--- config.mk ---
export PLATFORM = sky130hd
export DESIGN_NAME = shared_adder_arb
export DESIGN_NICKNAME = d
export VERILOG_FILES = /design/src/rtl/shared_adder_arb.sv
export SDC_FILE = /design/constraint.sdc
export NUM_CORES = 1
export LEC_CHECK = 0
export CAP_MARGIN = 5
export CORE_AREA = 2 2 46 91
export CTS_CLUSTER_DIAMETER = 150
export DETAILED_ROUTE_END_ITERATION = 8
export DIE_AREA = 0 0 48 93
export GPL_TIMING_DRIVEN = 0
export PLACE_DENSITY = 0.84
export SLEW_MARGIN = 20
export SYNTH_ARGS = -nofsm -noshare
export SYNTH_HDL_FRONTEND = slang
export SYNTH_SLANG_ARGS = --single-unit
--- constraint.sdc ---
create_clock -name clk -period 6.8 [get_ports clk]
set_input_delay 1.02 -clock clk [delete_from_list [all_inputs] [get_ports clk]]
set_output_delay 1.02 -clock clk [all_outputs]
set_load 0.02 [all_outputs]
--- src/rtl/shared_adder_arb.sv ---
// shared_adder_arb: round-robin arbiter that time-shares one registered
// unsigned adder between N_REQ requesters, returning each result tagged
// with the index of the requester that produced it.
//
// Build option: define SHARED_ADDER_ARB_SAT_EN to make the adder saturate
// at 2^WIDTH-1 (MSB of rsp_sum then always 0). Without it, rsp_sum carries
// the full WIDTH+1-bit sum including the carry.
module shared_adder_arb #(
  parameter int N_REQ = 4,
  parameter int WIDTH = 8,
  parameter int ID_W  = $clog2(N_REQ)
) (
  input  logic                   clk,
  input  logic                   rstn,
  input  logic [N_REQ-1:0]       req_valid,
  input  logic [N_REQ*WIDTH-1:0] req_a,
  input  logic [N_REQ*WIDTH-1:0] req_b,
  output logic [N_REQ-1:0]       req_ready,
  output logic                   rsp_valid,
  input  logic                   rsp_ready,
  output logic [WIDTH:0]         rsp_sum,
  output logic [ID_W-1:0]        rsp_id
);

  // Response register occupancy: EMPTY holds nothing, FULL holds a result.
  localparam logic [0:0] ST_EMPTY = 1'b0;
  localparam logic [0:0] ST_FULL  = 1'b1;

  // Widest index value reached while searching is last_id + N_REQ, which is
  // below 2*N_REQ and therefore fits in ID_W+1 bits.
  localparam logic [ID_W:0] N_REQ_X = (ID_W+1)'(N_REQ);

  logic [0:0]      r_state;
  logic [WIDTH:0]  r_rsp_sum;
  logic [ID_W-1:0] r_rsp_id;
  logic [ID_W-1:0] r_last_id;

  logic [WIDTH-1:0] w_a_arr [N_REQ];
  logic [WIDTH-1:0] w_b_arr [N_REQ];
  logic [WIDTH-1:0] w_op_a;
  logic [WIDTH-1:0] w_op_b;
  logic [WIDTH:0]   w_sum_full;
  logic [WIDTH:0]   w_sum;

  logic [ID_W:0]    w_idx;
  logic             w_found;
  logic [ID_W-1:0]  w_win;
  logic             w_can_load;
  logic             w_xfer;

  // Split the flat operand buses into per-requester slices.
  genvar gi;
  generate
    for (gi = 0; gi < N_REQ; gi++) begin : g_slice
      assign w_a_arr[gi] = req_a[gi*WIDTH +: WIDTH];
      assign w_b_arr[gi] = req_b[gi*WIDTH +: WIDTH];
    end
  endgenerate

  // Round-robin search starting one past the last winner, wrapping around;
  // the first requester with valid set wins. Only valids and the pointer
  // feed this path, so ready never depends on operand data.
  always_comb begin
    w_found = 1'b0;
    w_win   = '0;
    w_idx   = '0;
    for (int k = 1; k <= N_REQ; k++) begin
      w_idx = {1'b0, r_last_id} + (ID_W+1)'(k);
      if (w_idx >= N_REQ_X) begin
        w_idx = w_idx - N_REQ_X;
      end
      if (!w_found && req_valid[w_idx[ID_W-1:0]]) begin
        w_found = 1'b1;
        w_win   = w_idx[ID_W-1:0];
      end
    end
  end

  // The response register can accept a new result when it is empty or is
  // being drained this same cycle. Nothing is accepted while reset is held.
  assign w_can_load = (r_state == ST_EMPTY) || rsp_ready;
  assign w_xfer     = w_found && w_can_load && rstn;

  // At most one ready bit, for the current winner.
  generate
    for (gi = 0; gi < N_REQ; gi++) begin : g_ready
      assign req_ready[gi] = w_xfer && (w_win == ID_W'(gi));
    end
  endgenerate

  // Shared adder fed by the winner's operands.
  assign w_op_a     = w_a_arr[w_win];
  assign w_op_b     = w_b_arr[w_win];
  assign w_sum_full = {1'b0, w_op_a} + {1'b0, w_op_b};

`ifdef SHARED_ADDER_ARB_SAT_EN
  // Clamp to the largest WIDTH-bit value when the carry is set.
  always_comb begin
    if (w_sum_full[WIDTH]) begin
      w_sum = {1'b0, {WIDTH{1'b1}}};
    end else begin
      w_sum = {1'b0, w_sum_full[WIDTH-1:0]};
    end
  end
`else
  // Full-width sum with the carry kept in the MSB.
  always_comb begin
    w_sum = w_sum_full;
  end
`endif

  // Occupancy, result data and round-robin pointer. A transfer reloads the
  // register (even while draining, giving back-to-back results); a drain
  // without a transfer empties it; otherwise everything holds.
  always_ff @(posedge clk or negedge rstn) begin
    if (!rstn) begin
      r_state   <= ST_EMPTY;
      r_rsp_sum <= '0;
      r_rsp_id  <= '0;
      r_last_id <= ID_W'(N_REQ - 1);
    end else begin
      if (w_xfer) begin
        r_state   <= ST_FULL;
        r_rsp_sum <= w_sum;
        r_rsp_id  <= w_win;
        r_last_id <= w_win;
      end else if ((r_state == ST_FULL) && rsp_ready) begin
        r_state <= ST_EMPTY;
      end
    end
  end

  assign rsp_valid = (r_state == ST_FULL);
  assign rsp_sum   = r_rsp_sum;
  assign rsp_id    = r_rsp_id;

endmodule
---- Word-level counts from Yosys, hierarchy flattened ----
Index checks and enable logic that the tools add are counted.
operators by class
  bitwise logic cells ..................... 2
  magnitude comparators ................... 9
  reduce and logical (&&, ||, !) cells .... 16
  mux-type cells .......................... 28
  equality and inequality tests ........... 3
  add/sub/neg operators ................... 9
operators by type and width
  operator             number
  $bmux 8 s2           2
  $mux 8               4
  $mux 2               8
  $ge 3x3->1 const B   5
  $lt 2x3->1 const B   4
  $logic_and 1x1->1    10
  $mux 1               10
  $add 8x8->9          1
  $bmux 1 s2           4
  $sub 2x1->2 const B  4
  $add 2x2->3 const B  2
  $eq 2x2->1 const B   2
  $add 2x1->3 const B  1
  $add 2x3->3 const B  1
  $logic_not 1->1      3
  $not 2->3            1
  $eq 2x1->1 const B   1
  $logic_not 2->1      1
  $reduce_bool 2->1    1
  $logic_or 1x1->1     1
  $not 1->1            1
storage, ports and cells
  bits of input ports ..................... 71
  bits in registers ....................... 14
  logic and storage cells ................. 71

---- Depth between registers and ports, before layout ----
Gate-level depths: netlist of the first run.
  depth in word-level cells ............... 20
  mapped depth ............................ 13

---- Worst setup path after synthesis of the first run ----
No wires, ideal clock.
  path kind ............................... input -> register
  start ................................... input port req_valid[0]
  end ..................................... register r_rsp_sum[6], in the netlist rsp_sum[6]
  data required time ...................... 6.679 ns
  setup slack ............................. 3.290 ns
  arrival time ............................ 3.389 ns
  library setup time ...................... 0.121 ns
  stages .................................. 12
  path through ............................ a21o_1 > a31oi_1 > buf_4 > buf_8 > mux2i_1 > mux2i_1 > ha_1 > fa_1 > a211oi_1 > o21ai_0 > a211o_1 > a22o_1
on the way
  cells in the longest elaborated chain, start to end .. 17
  elaborated cells between the ends (all ways) .. 32
ends and longest elaborated chain
  element                                 RTL line  RTL
  start: declaration                      15        input logic [N_REQ-1:0] req_valid,
  $bmux 1 s2                              72        if (!w_found && req_valid[w_idx[ID_W-1:0]]) begin
  $mux 1 (implied by the code)            72
  $mux 1                                  72
  $logic_not 1->1                         72
  $logic_and 1x1->1                       72
  $mux 1                                  72
  $logic_not 1->1                         72
  $logic_and 1x1->1                       72
  $mux 1                                  72
  $logic_not 1->1                         72
  $logic_and 1x1->1                       72
  $mux 2                                  72
  $not 2->3 (implied by the code)         92, 93
  $bmux 8 s2 (on tied branches)           92, 93
  $mux 8 (on tied branches) (2 in a row)  92, 93
  $add 8x8->9                             94        assign w_sum_full = {1'b0, w_op_a} + {1'b0, w_op_b};
  end signal: assignment                  124       r_rsp_sum <= w_sum;
  end: declaration                        34        logic [WIDTH:0] r_rsp_sum;
Several ways; a longest one is shown, not always the timed one. The select of a mux whose other input is x is not followed.
A chain may end at the register's enable or synchronous reset.

---- Worst setup path in the final report of the first run ----
  start ................................... input port rstn
  end ..................................... output port req_ready[3]
on the way
  cells in the longest elaborated chain, start to end .. 2
ends and longest elaborated chain
  element             RTL line  RTL
  start: declaration  14        input logic rstn,
  $logic_and 1x1->1   82        assign w_xfer = w_found && w_can_load && rstn;
  $logic_and 1x1->1   87        assign req_ready[gi] = w_xfer && (w_win == ID_W'(gi));
  end: declaration    18        output logic [N_REQ-1:0] req_ready,
Every way passes these cells.

==> reports/summary.txt, run 1 <==
Fillers = 323
Relative slew slack = 0.551
Final hold vios = 0
Antenna-violating nets left = 0
Crit path max-delay family = buffers and inverters
Root Buffer = clkbuf_8
Wirelength, routed = 4490 µm
Drt initial violations = 21
Sequential cell area = 353 µm²
Starting Density = 0.396
DR vias/cell = 5.12
Crit path required time = 5.78 ns
Critical Path Sink Type = output pin
Width of the die = 48 µm
Nets = 332
Bufs and invs on worst path = 3
Count of different cell masters after synthesis = 36
Routed via count = 1546
All-layer global routing usage = 0.205
Main synth FF type = dfrtp_1
Synth top area cells = mux2i_1 (34%), dfrtp_1 (20%), ha_1 (6.6%)
PortBufs = 86
1st-pass router iterations = 4
Synthesized area = 1510 µm²
Slew Limit Fails = 0
Site Rows = 32
Synth Warn # = 0
Maxcap violations = 0
CTS resizes = 0
Multi-input combinational cell area = 1060 µm²
Drt wl/cell = 14.9 µm
Total CTS buffers = 3
Static Leak = 0.00114 µW
Mean post-synth cell area = 9.36 µm²
Critical Path, Cell by Cell = clkdlybuf4s50_1 > o41ai_2 > nor2b_1 > clkbuf_1 > nand2_1 > nor2_1 > clkdlybuf4s50_1
Maximum VDD drop = 0.181 mV
Vias in the first global route = 1525
Worst path arrival time = 3.75 ns
Most used cell, CP = clkdlybuf4s50_1
Largest net degree at the start of global routing = 16
Yosys top cell area share = 0.339
Layout cell share with drive strength beyond 1 = 0.0717
RSZ-0062 raised after global routing = no
Detailed placement HPWL = 3760 µm
Fraction of registers with async set or reset after synthesis = 1.00
Cell taking the most area after synthesis = mux2i_1
Antenna violations before repair = 0
Core area = 3800 µm²
Outcome = completed
Critical Path Slowest Stage Cell = clkdlybuf4s50_1
H-tree Lvls = 1
Io pins = 87
Clock Latency Late Sink = 0.25 ns
Fraction of the cycle the final worst path needs = 0.702
Worst hold-check path type = flop to flop
Area Growth Syn to Fin = 65.0%
Util after Layout = 0.654
First-pass GRT wire length = 6680 µm
Die area = 4460 µm²
Routability cong. = 0.778
Max Root-Sink Buffers = 2
Period minus WS final = 4.77 ns
Setup violations, final = 0
Number of flops mapped to enable cells by yosys = 0
Slowest stage delay, CP = 0.90 ns
Worst slew pin tran = 0.671 ns
CTS tree = built
Max Clock Skew = 0.00713 ns
CP max FO = 15
Post-CTS Repair Setup Buffers = 0
CTS Sinks = 14
Flops & latches, synth = 14
Startpoint types = input port
Clock transition at path regs = 0.06 ns
Max Freq = 210 MHz
GRT overflow = 0
Die H = 93 µm
Post-Syn Nets = 241
Ant diodes = 0
Seq/Total Area, Yosys = 0.234
# DRC = 0
Setup TNS Final = 0 ns
Hold Buf Count CTS = 0
Gate Count Post-Synth = 161
Power Density = 279 nW/µm²
Design Power = 695 µW
WS Path Type = input port to output pin
-- metal layers --
metal / GRT usage / part of all wire / vias up
li1: - / - / 781
met5: 0 / 0 / -
met3: 0.0251 / 0.036 / 6
met1: 0.196 / 0.35 / 718
met2: 0.406 / 0.60 / 41
met4: 0.0541 / 0.015 / 0
-- cell usage in the layout (no fill, tap or decap), drive strengths merged, types with 5 or more instances in the layout --
cell,count
clkdlybuf4s50,86
a21oi,9
dfrtp,12
clkbuf,5
o21ai,7
buf,9
nor2,8
ha,8
nand2,18
mux2i,51
-- cell type report --
class                           count  area share
Sequential cell                    14       0.142
Multi-Input combinational cell    135       0.427
Inverter                            2     0.00302
Timing Repair Buffer               86       0.346
Buffer                             10      0.0347
Tap cell                           51      0.0257
Clock buffer                        4      0.0221
-- where the power goes --
group	internal (µW)	leakage (µW)	total [µW]	switching (µW)
registers	118	0.000165	136	18.1
logic	242	0.000947	477	235
clock network	51.3	0.0000288	82.3	31.0
total	411	0.00114	695	284
-- cells in the mapped netlist, types with 2 or more instances --
library cell  count
a211o_1           2
a211oi_1          2
a21o_1            3
a21oi_1           9
a31oi_1           2
buf_2             3
buf_4             2
buf_6             2
buf_8             2
dfrtp_1          12
dfstp_2           2
ha_1              8
inv_1             2
mux2i_1          51
nand2_1          18
nand2b_1          3
nor2_1            8
nor2b_1           2
o21a_1            2
o21ai_0           7
or4_1             3
xnor2_1           2
-- logic make-up (layout without fill, tap and decap cells) --
logic type                 after synthesis  count (layout)  synth area share
adders and majority gates                9               9            0.0797
buffers and inverters                   12             102            0.0622
xor gates and xnor gates                 3               3            0.0174
AOI/OAI and AO/OA                       32              32             0.143
DFF                                     14              14             0.234
and+or+nand+nor                         40              40             0.125
muxes                                   51              51             0.339
-- worst register-to-register path: cells and delay by family, from the launching register on --
kind | cells | cell delay (ns)
buffers and inverters | 3 | 0.53
adder cells (fa/ha/maj) | 2 | 0.69
multiplexers | 2 | 0.31
AO/OA/AOI/OAI | 5 | 1.06
flip-flops | 1 | 0.53
AND/OR/NAND/NOR | 1 | 0.07
-- worst paths after layout --
check | startpoint | depth (start not counted) | slack [ns] | end
worst max-delay path | rstn | 7 | 2.03 | req_ready[3]
worst min-delay path | rsp_sum[4] | 2 | 0.48 | rsp_sum[4]
worst max register to register | r_last_id[1] | 13 | 3.48 | rsp_sum[6]
worst min register to register | rsp_sum[4] | 2 | 0.48 | rsp_sum[4]
max in group asynchronous | rstn | 1 | 5.19 | rsp_sum[5]
min in group asynchronous | rstn | 1 | 1.18 | rsp_valid
-- sequential cells by signal, indices dropped and copies added, names as in the netlist --
signal	flops
rsp_sum	9
rsp_valid	1
r_last_id	2
rsp_id	2
-- through the flow --
| step | worst slack, ns | area [µm²] | hold WS (ns) | cells |
|---|---|---|---|---|
| 3_5_place_dp | 1.98 | 2430 | 0.471 | 298 |
| 4_1_cts | 1.98 | 2490 | 0.485 | 302 |
| 5_1_grt | 1.79 | 2490 | 0.531 | 302 |
| 6_report | 2.03 | 2490 | 0.485 | 302 |
| 3_3_place_gp | 2.03 | 2430 | 0.464 | 298 |
| 2_1_floorplan | 3.29 | 1510 | 0.493 | 161 |
No activity file was read; power rests on OpenSTA's default activity.
==> run 2, diff against run 1 <==
- CORE_AREA: 2 2 46 91 -> 2 2 47 93
- DIE_AREA: 0 0 48 93 -> 0 0 49 95
- PLACE_DENSITY: 0.84 -> 0.8
- clock period: 6.8 -> 4.9 ns (I/O delays scaled with it)
==> reports/summary.txt, run 2 (synthesis results as in run 1) <==
Reg2reg setup slack = 1.54 ns
Root Buffer = clkbuf_8
Slew Limit Fails = 0
Clock Latency Late Sink = 0.24 ns
Antenna violations before repair = 0
Relative slew slack = 0.549
Most used cell, CP = clkdlybuf4s50_1
Die area = 4660 µm²
Final hold vios = 0
Hold Buf Count CTS = 0
Clock transition at path regs = 0.06 ns
Worst Hold Path EP = rsp_sum[0]
Worst Setup SP = rstn
Static Leak = 0.00114 µW
Layout cell share with drive strength beyond 1 = 0.0717
Worst path arrival time = 3.49 ns
DR WL met2 = 2460 µm
DR vias/cell = 5.20
Core area = 4010 µm²
Slowest stage delay, CP = 0.90 ns
Fillers = 372
Maximum VDD drop = 0.282 mV
First-pass GRT wire length = 7560 µm
Max Root-Sink Buffers = 2
Min-delay src = rsp_sum[0]
Antenna-violating nets left = 0
Starting Density = 0.376
Routed via count = 1576
Width of the die = 49 µm
Ant diodes = 0
1st-pass router iterations = 4
Detailed placement HPWL = 3830 µm
Sw frac = 0.409
Critical Path Sink Type = output pin
Clock power share = 0.115
Nets = 332
Power Density = 388 nW/µm²
Max Freq = 237 MHz
Wirelength, routed = 4550 µm
Worst slew pin tran = 0.675 ns
Met3 routed WL = 318 µm
P_int = 570 µW
Startpoint types = input port
M1 WL = 1750 µm
Site Rows = 33
Crit path required time = 4.16 ns
Reg-to-Reg Start = r_last_id[1]
Setup TNS Final = 0 ns
Crit path max-delay family = buffers and inverters
GRT overflow = 0
R2R depth = 13
Fraction of the cycle the final worst path needs = 0.862
Routability cong. = 0.905
Bufs and invs on worst path = 3
Setup violations, final = 0
Design Power = 965 µW
Worst hold-check path type = flop to flop
Area Growth Syn to Fin = 65.1%
All-layer global routing usage = 0.206
Die H = 95 µm
Vias in the first global route = 1664
CTS resizes = 0
Critical Path, Cell by Cell = clkdlybuf4s50_1 > o41ai_2 > nor2b_1 > clkbuf_1 > nand2_1 > nor2_1 > clkdlybuf4s50_1
# DRC = 0
Gate power share = 0.690
Io pins = 87
CP max FO = 15
PortBufs = 86
CTS Sinks = 14
WS Path Type = input port to output pin
Most frequent cells in the layout = clkdlybuf4s50_1 (86), mux2i_1 (51), nand2_1 (18)
CTS tree = built
Max Clock Skew = 0.000927 ns
RSZ-0062 raised after global routing = no
DR top layer = met4
Drt initial violations = 31
Sequential group share of total power = 0.196
H-tree Lvls = 1
Post-CTS Repair Setup Buffers = 0
Total CTS buffers = 3
Critical Path Slowest Stage Cell = clkdlybuf4s50_1
Maxcap violations = 0
Max reg flops = 9
Hold Crit Depth = 2
Most common cell after layout, fill and taps aside = clkdlybuf4s50_1
Largest net degree at the start of global routing = 16
Drt wl/cell = 15.0 µm
Period minus WS final = 4.22 ns
Sw power = 395 µW
Worst r2r dst = rsp_sum[6]
Outcome = completed
## run 2: cell counts in the layout (fill, tap and decap cells not counted)
Identical to the previous run, type by type.
## run 2: worst min-delay path, stage by stage, from the launching register on
cell and delay [ns]:
dfrtp_1 0.34, nand2_1 0.05, nand2_1 0.06
## run 2: per-stage QoR
stage | hold slack (ns) | utilization | cells | instance area (µm²) | setup WS (ns)
after detailed placement | 0.470 | 0.608 | 299 | 2430 | 0.646
after floorplan | 0.439 | - | 161 | 1510 | 1.67
final | 0.481 | 0.621 | 303 | 2490 | 0.677
after global routing | 0.519 | 0.621 | 303 | 2490 | 0.363
after CTS | 0.484 | 0.621 | 303 | 2490 | 0.637
after global placement | 0.465 | 0.608 | 299 | 2430 | 0.722
## run 2: how the worst max path moves through the flow
stage,endpoint,slack [ns],cells after the start
4_1_cts,req_ready[3],0.64,7
5_1_grt,req_ready[3],0.36,7
3_5_place_dp,req_ready[3],0.65,7
3_3_place_gp,req_ready[3],0.72,7
2_1_floorplan,rsp_sum[6],1.67,12
6_report,req_ready[3],0.68,7
## run 2: final cells by class
type	instances	area (µm²)	share of cell area
timing repair buffer	86	861	0.346
sequential	14	353	0.142
inverter	2	7.51	0.00302
multi-input combinational	135	1060	0.426
clock buffer	4	55.1	0.0221
tap	52	65.1	0.0261
buffer	10	86.3	0.0347
## run 2: power by group through the flow
stage	Sequential, µW	Clock [µW]	Combinational (µW)
final	189	111	665
after global routing	195	121	726
after CTS	189	113	671
after detailed placement	191	0	666
after global placement	189	0	657
after floorplan	238	0	376
## run 2: routing by layer
| metal | vias to the layer above | GRT usage |
|---|---|---|
| met4 | 0 | 0.0452 |
| li1 | 774 | - |
| met2 | 83 | 0.400 |
| met5 | - | 0 |
| met1 | 717 | 0.224 |
| met3 | 2 | 0.0427 |
==> run 3, diff against run 2 <==
- clock period: 4.9 -> 4.2 ns (I/O delays scaled with it)
==> reports/summary.txt, run 3 (synthesis results as in run 1) <==
GRT overflow = 0
Antenna-violating nets left = 0
Max Freq = 269 MHz
PortBufs = 86
Critical Path Sink Type = flop
Setup violations, final = 0
Max Root-Sink Buffers = 2
Die H = 95 µm
Layout cell share with drive strength beyond 1 = 0.0717
Relative slew slack = 0.542
Slowest stage delay, CP = 0.57 ns
Hold Buf Count CTS = 0
H-tree Lvls = 1
Max reg flops = 9
DR vias/cell = 5.22
Worst slew pin tran = 0.686 ns
Inst Count DP = 299
Reg-to-Reg Start = r_last_id[1]
Maximum VDD drop = 0.331 mV
Worst path arrival time = 3.84 ns
Fraction of the cycle the final worst path needs = 0.884
Startpoint types = input port
CP max FO = 10
Max Clock Skew = 0.000706 ns
Critical Path Slowest Stage Cell = clkdlybuf4s50_1
Outcome = completed
Fillers = 372
Clock Latency Late Sink = 0.24 ns
Bufs and invs on worst path = 3
Area after DPL = 2430 µm²
Routability cong. = 0.905
First-pass GRT wire length = 7560 µm
CTS Sinks = 14
Drt initial violations = 32
Drt wl/cell = 15.1 µm
Layout Cells excl Fill = 303
WS Path Type = input port to flop
Reg2reg setup slack = 0.84 ns
Total CTS buffers = 3
All-layer global routing usage = 0.206
Site Rows = 33
Clock transition at path regs = 0.06 ns
Area Growth Syn to Fin = 65.2%
Setup TNS Final = 0 ns
Maxcap violations = 0
Final WS setup = 0.489 ns
Most frequent cells in the layout = clkdlybuf4s50_1 (85), mux2i_1 (51), nand2_1 (18)
Nets = 332
Root Buffer = clkbuf_8
Width of the die = 49 µm
Detailed placement HPWL = 3830 µm
Io pins = 87
Power Density = 452 nW/µm²
Vias in the first global route = 1664
1st-pass router iterations = 4
CTS tree = built
Largest net degree at the start of global routing = 16
R2R depth = 13
Critical Path, Cell by Cell = clkdlybuf4s50_1 > nand3b_1 > a31oi_1 > buf_4 > buf_8 > mux2i_1 > mux2i_1 > ha_1 > fa_1 > a211oi_1 > o21ai_0 > a211o_1 > a22o_1
Final hold vios = 0
Post-CTS Repair Setup Buffers = 0
Core area = 4010 µm²
Starting Density = 0.376
Slew Limit Fails = 0
Routed via count = 1582
Ant diodes = 0
Crit path max-delay family = compound AO/OA/AOI/OAI gates
Static Leak = 0.00115 µW
Wirelength, routed = 4570 µm
Worst hold-check path type = input port to asynchronous set/reset pin
Most common cell after layout, fill and taps aside = clkdlybuf4s50_1
CTS resizes = 0
Worst r2r dst = rsp_sum[6]
# DRC = 0
Design Area, Final = 2490 µm²
Design Power = 1130 µW
Most used cell, CP = mux2i_1
RSZ-0062 raised after global routing = no
Period minus WS final = 3.71 ns
Crit path required time = 4.33 ns
Post-placement worst setup slack = 0.156 ns
Antenna violations before repair = 0
Die area = 4660 µm²
run 3: how the worst max path moves through the flow:
stage | startpoint | endpoint | slack [ns] | depth (start not counted)
after floorplan | req_valid[0] | rsp_sum[6] | 1.08 | 12
after CTS | rstn | req_ready[3] | 0.15 | 7
after global placement | rstn | req_ready[3] | 0.23 | 7
final | req_valid[3] | rsp_sum[6] | 0.49 | 13
after detailed placement | rstn | req_ready[3] | 0.16 | 7
after global routing | rstn | req_ready[3] | 0.23 | 7
run 3: final cells by class:
cell class	instances	area, µm²	share of cell area
buffer	10	86.3	0.0347
inverter	2	7.51	0.00301
timing repair buffer	86	863	0.347
sequential	14	353	0.142
multi-input combinational	135	1060	0.426
tap	52	65.1	0.0261
clock buffer	4	55.1	0.0221
run 3: metal layers:
metal  track usage  vias to the layer above  part of all wire
li1              -                      774                 -
met1         0.224                      722              0.39
met2         0.400                       82              0.54
met3        0.0427                        4             0.068
met4        0.0452                        0            0.0070
met5             0                        -                 0
run 3: through the flow:
step,utilization,hold slack [ns]
after floorplan,-,0.334
after global placement,0.608,0.465
after detailed placement,0.608,0.470
after CTS,0.621,0.484
after global routing,0.622,0.477
final,0.622,0.413
run 3: where the power goes:
part / total [µW] / switching [µW] / internal [µW]
Clock: 130 / 47.5 / 83.0
Sequential: 220 / 29.5 / 191
Combinational: 776 / 385 / 391
